--- src/rtl/alu_seq_ctrl_pkg.sv ---
// Shared definitions for the ALU sequencing controller:
// opcodes, instruction field positions and FSM state encoding.
package alu_seq_ctrl_pkg;

    localparam logic [1:0] OP_ADD = 2'b00;
    localparam logic [1:0] OP_SUB = 2'b01;
    localparam logic [1:0] OP_AND = 2'b10;
    localparam logic [1:0] OP_OR  = 2'b11;

    localparam int OP_MSB = 7;
    localparam int OP_LSB = 6;
    localparam int RD_MSB = 5;
    localparam int RD_LSB = 4;
    localparam int RS_MSB = 3;
    localparam int RS_LSB = 2;
    localparam int RT_MSB = 1;
    localparam int RT_LSB = 0;

    typedef enum logic [1:0] {
        IDLE = 2'd0,
        READ = 2'd1,
        EXEC = 2'd2,
        WB   = 2'd3
    } state_t;

endpackage

--- src/rtl/alu_regfile.sv ---
// Small operand register file: two operand read ports, one debug
// read port and a single synchronous write port.
module alu_regfile #(
    parameter int DATA_W = 4,
    parameter int REG_AW = 2
) (
    input  logic              clk,
    input  logic              reset,
    input  logic              we,
    input  logic [REG_AW-1:0] waddr,
    input  logic [DATA_W-1:0] wdata,
    input  logic [REG_AW-1:0] rs_addr,
    output logic [DATA_W-1:0] rs_data,
    input  logic [REG_AW-1:0] rt_addr,
    output logic [DATA_W-1:0] rt_data,
    input  logic [REG_AW-1:0] dbg_addr,
    output logic [DATA_W-1:0] dbg_data
);

    logic [DATA_W-1:0] regs [2**REG_AW];

    always_ff @(posedge clk or posedge reset) begin
        if (reset) begin
            regs <= '{default: '0};
        end else if (we) begin
            regs[waddr] <= wdata;
        end
    end

    assign rs_data  = regs[rs_addr];
    assign rt_data  = regs[rt_addr];
    assign dbg_data = regs[dbg_addr];

endmodule

--- src/rtl/alu_seq_ctrl.sv ---
// Four-state controller that feeds the combinational ALU from the
// register file and writes its result back.
module alu_seq_ctrl #(
    parameter int DATA_W = 4,
    parameter int REG_AW = 2,
    parameter int OP_W   = 2
) (
    input  logic              clk,
    input  logic              reset,
    input  logic              instr_valid,
    input  logic [7:0]        instr,
    output logic              instr_ready,
    output logic [DATA_W-1:0] alu_A,
    output logic [DATA_W-1:0] alu_B,
    output logic [OP_W-1:0]   alu_op,
    input  logic [DATA_W-1:0] alu_C,
    output logic              done,
    output logic [DATA_W-1:0] result,
    input  logic              cfg_we,
    input  logic [REG_AW-1:0] cfg_addr,
    input  logic [DATA_W-1:0] cfg_data,
    input  logic [REG_AW-1:0] dbg_addr,
    output logic [DATA_W-1:0] dbg_data
);

    import alu_seq_ctrl_pkg::*;

    state_t            state;
    logic [7:0]        ir;
    logic [DATA_W-1:0] rs_data;
    logic [DATA_W-1:0] rt_data;
    logic              we;
    logic [REG_AW-1:0] waddr;
    logic [DATA_W-1:0] wdata;

    // Write-back owns the port in WB; preload only lands while idle.
    always_comb begin
        we    = 1'b0;
        waddr = cfg_addr;
        wdata = cfg_data;
        if (state == WB) begin
            we    = 1'b1;
            waddr = ir[RD_MSB:RD_LSB];
            wdata = result;
        end else if (state == IDLE) begin
            we    = cfg_we;
        end
    end

    alu_regfile #(
        .DATA_W (DATA_W),
        .REG_AW (REG_AW)
    ) u_regfile (
        .clk      (clk),
        .reset    (reset),
        .we       (we),
        .waddr    (waddr),
        .wdata    (wdata),
        .rs_addr  (ir[RS_MSB:RS_LSB]),
        .rs_data  (rs_data),
        .rt_addr  (ir[RT_MSB:RT_LSB]),
        .rt_data  (rt_data),
        .dbg_addr (dbg_addr),
        .dbg_data (dbg_data)
    );

    always_ff @(posedge clk or posedge reset) begin
        if (reset) begin
            state       <= IDLE;
            ir          <= '0;
            instr_ready <= 1'b0;
            alu_A       <= '0;
            alu_B       <= '0;
            alu_op      <= '0;
            result      <= '0;
            done        <= 1'b0;
        end else begin
            unique case (state)
                IDLE: begin
                    // First idle edge after reset only raises ready.
                    if (!instr_ready) begin
                        instr_ready <= 1'b1;
                    end else if (instr_valid) begin
                        ir          <= instr;
                        instr_ready <= 1'b0;
                        state       <= READ;
                    end
                end
                READ: begin
                    alu_A  <= rs_data;
                    alu_B  <= rt_data;
                    alu_op <= ir[OP_MSB:OP_LSB];
                    state  <= EXEC;
                end
                EXEC: begin
                    result <= alu_C;
                    done   <= 1'b1;
                    state  <= WB;
                end
                WB: begin
                    done        <= 1'b0;
                    instr_ready <= 1'b1;
                    state       <= IDLE;
                end
                default: state <= IDLE;
            endcase
        end
    end

endmodule

--- config.mk ---
export PLATFORM = sky130hd
export DESIGN_NAME = alu_seq_ctrl
export DESIGN_NICKNAME = d
export VERILOG_FILES = /design/src/rtl/alu_seq_ctrl_pkg.sv /design/src/rtl/alu_regfile.sv /design/src/rtl/alu_seq_ctrl.sv
export SDC_FILE = /design/constraint.sdc
export NUM_CORES = 1
export LEC_CHECK = 0
export CAP_MARGIN = 20
export CORE_MARGIN = 4
export CORE_UTILIZATION = 40
export DETAILED_ROUTE_END_ITERATION = 8
export MAX_ROUTING_LAYER = met4
export PLACE_DENSITY = 0.7
export SYNTH_ARGS = -nofsm -noshare
export SYNTH_HDL_FRONTEND = slang
export SYNTH_SLANG_ARGS = --single-unit
--- constraint.sdc ---
create_clock -name clk -period 1.9 [get_ports clk]
set_input_delay 0.19 -clock clk [delete_from_list [all_inputs] [get_ports clk]]
set_output_delay 0.19 -clock clk [all_outputs]
set_load 0.005 [all_outputs]
==> results.py <==
metrics = {
    "cts": {
        "cts_sinks": 42,
        "insertion_delay_ps": 290,
        "clk_pin_slew_worst_paths_ps": 80,
        "clockBufferDepth": 2,
        "cts_max_level": 2,
        "root_buffer": "clkbuf_8",
        "ctsHoldBuffers": 0,
        "numCtsBuffers": 5,
        "post_cts_buffers": 0,
        "cts_tree": "built",
    },
    "detailed_routing": {
        "vias_per_cell": 4.97,
        "num_vias": 1391,
        "dr.pass1.iters": 4,
        "drtIter0Drc": 65,
        "wl_mm": 4.23,
        "route.detailed.drc": 0,
        "routedWlPerCell_um": 15.1,
        "ant_nets": 0,
    },
    "synthesis": {
        "syn_avg_cell_area_um2": 13.6,
        "yosysTopAreaCellShare": 0.492,
        "synthCells": 157,
        "synth.distinct_cells": 25,
        "yosysSeqAreaShare": 0.492,
        "syn-num-nets": 186,
        "synth_edf_count": 0,
        "synth-seq-cells": 42,
        "synth_top_cells_by_count": "dfrtp_1, mux2_2, nor2b_1",
        "synth_area_um2": 2140,
        "synth_top_cell_by_area": "dfrtp_1",
        "ys_async_sr_fraction": 1.00,
        "ys_top_cells_by_area": "dfrtp_1, mux2_2, mux2i_1",
        "synth_most_common_cell": "dfrtp_1",
        "synth-main-ff-cell": "dfrtp_1",
        "yosys_warnings": 0,
    },
    "power_and_ir_drop": {
        "sw_frac_of_total": 0.332,
        "peakVddDrop_mv": 0.761,
        "intPower_mw": 3.01,
        "p_switching_mw": 1.50,
        "power_density_nw_per_um2": 1630,
        "seqPwrFrac": 0.402,
        "leakage_nw": 1.16,
        "clkPwrFrac": 0.133,
        "combPwrFrac": 0.465,
    },
    "place": {
        "dp_cells": 272,
        "gp_congestion": 0.760,
        "dpl.hpwl_mm": 3.26,
        "portBuffers": 43,
    },
    "critical_path": {
        "path_cells": "clkdlybuf4s50_1 > buf_4 > mux4_2 > dlygate4sd2_1",
        "slowest_delay_ps": 500,
        "worstSetupPathDepth": 4,
        "required_ps": 1710,
        "crit_arrival_ps": 1590,
        "worst_r2r_path_depth": 4,
        "crit_family": "buffers and inverters",
        "start_kind": "primary input",
        "cp-end-kind": "output port",
        "crit_type": "primary input to output port",
        "path_buf_inv": 3,
        "cp_max_fo": 2,
        "cpMaxStageDelayCell": "clkdlybuf4s50_1",
    },
    "finish": {
        "diodes": 0,
        "multiInputGateArea_um2": 1050,
        "area_growth_syn_to_layout_pct": 29.6,
        "finalNonFillerCells": 280,
        "finalNetCount": 238,
        "drive_gt1_frac": 0.310,
        "fill_cells": 481,
        "seq_area_um2": 1050,
    },
    "die": {
        "die_x_um": 81.1,
        "die_h_um": 81.1,
        "initial_core_util": 0.416,
        "rows": 26,
        "io-pin-count": 44,
        "core_um2": 5140,
        "die_area_um2": 6580,
    },
    "sta": {
        "worst_clock_skew_ps": 5.27,
        "rsz0062_at_grt": "no",
        "holdWs_ps": 318,
        "finalCritPeriodShare": 0.935,
        "final-max-slew-violation-count": 0,
        "max_freq_ghz": 0.563,
        "max-slew-margin-rel": 0.645,
        "final-setup-viol-count": 0,
        "worst_pin_slew_ps": 533,
        "hold_viol_final": 0,
        "post-route-min-period_ps": 1780,
    },
    "global_route": {
        "antenna_found_initial": 0,
        "grt_max_degree": 43,
        "grt_pass1_vias": 1441,
        "grt_usage": 0.152,
        "gr-total-overflow": 0,
        "grt_pass1_wl_mm": 7.32,
    },
    "status": {
        "outcome": "finished clean",
    },
    "min_path": {
        "hp-class": "primary input to async pin",
    },
    "run": {
        "drv_cap": 0,
    },
}
[path summary, 6_finish.rpt]
check                       startpoint                  to  slack [ps]
min                              reset               ir[6]         320
max                        dbg_addr[0]         dbg_data[1]         120
max in group asynchronous        reset   u_regfile.regs[2]        1210
min reg2reg                      ir[7]               ir[7]         500
min in group clk                 ir[7]               ir[7]         500
max reg2reg                   state[0]  u_regfile.regs[10]         160
[through the flow]
| step | setup WS, ps | setup TNS, ps | area (um^2) | total power [mW] | util |
|---|---|---|---|---|---|
| 3_3_place_gp | -32.2 | -102 | 2680 | 3.95 | 0.521 |
| 6_report | 123 | 0 | 2770 | 4.51 | 0.539 |
| 2_1_floorplan | 321 | 0 | 2140 | 3.15 | - |
| 3_5_place_dp | -69.9 | -254 | 2680 | 3.99 | 0.521 |
| 4_1_cts | 112 | 0 | 2770 | 4.57 | 0.539 |
| 5_1_grt | 72.1 | 0 | 2770 | 4.90 | 0.539 |
[per-layer routing]
metal	up-vias	global-route usage	wire length (um)
met2	30	0.241	2070
met1	683	0.196	1950
met5	-	-	0
li1	672	-	-
met3	6	0.0366	152
met4	0	0.0405	55
[cell type report]
cell class	instances	share of cell area
Clock buffer	6	0.0298
Clock inverter	2	0.00452
Tap cell	70	0.0316
Multi-Input combinational cell	107	0.379
Timing Repair Buffer	49	0.170
Inverter	4	0.00542
Sequential cell	42	0.380
[layout by cell type (no fill, tap or decap), drive strengths merged, types with 2 or more instances in the layout]
cell type      instances
nand3                  3
ha                     5
nand2                  4
nor2b                 11
buf                    6
dlygate4sd2            4
inv                    4
nor2                   2
o21ai                  9
mux4                   4
clkbuf                 6
dfrtp                 42
clkdlybuf4s50         39
mux2                  43
mux2i                  9
a21oi                  9
[worst register-to-register path: cells and delay by family (launching register included)]
kind	cells	cell delay, ps
AOI/OAI and AO/OA	1	330
adders and majority gates	1	280
DFF	1	410
muxes	1	390
and+or+nand+nor	1	220
[repair_timing]
action                                  4_1_cts  5_1_grt
endpoints found under the setup margin        4        0
gates resized for setup                       4        0
hold endpoints to repair                      0        0
[cell families (layout without fill, tap and decap cells)]
logic type               Yosys count  in the layout  synth area share
adder cells (fa/ha/maj)            5              5            0.0293
buffers and inverters              8             61            0.0170
multiplexers                      56             56             0.318
AO/OA/AOI/OAI                     22             22            0.0814
flip-flops                        42             42             0.492
AND/OR/NAND/NOR                   24             24            0.0626
[flip-flops by register name, summed over array words and instances, names as in the netlist]
| name | flops |
|---|---|
| done | 1 |
| alu_A | 4 |
| ir | 8 |
| alu_B | 4 |
| u_regfile.regs | 16 |
| alu_op | 2 |
| result | 4 |
| state | 2 |
| instr_ready | 1 |
[power by group through the flow]
| stage | clock [mW] | combinational (mW) | sequential (mW) |
|---|---|---|---|
| finish | 0.599 | 2.10 | 1.81 |
| global route | 0.672 | 2.32 | 1.91 |
| CTS | 0.622 | 2.13 | 1.82 |
| detailed placement | 0 | 2.15 | 1.83 |
| global placement | 0 | 2.12 | 1.83 |
| floorplan | 0 | 1.50 | 1.65 |
(Power assumes the default switching activity.)
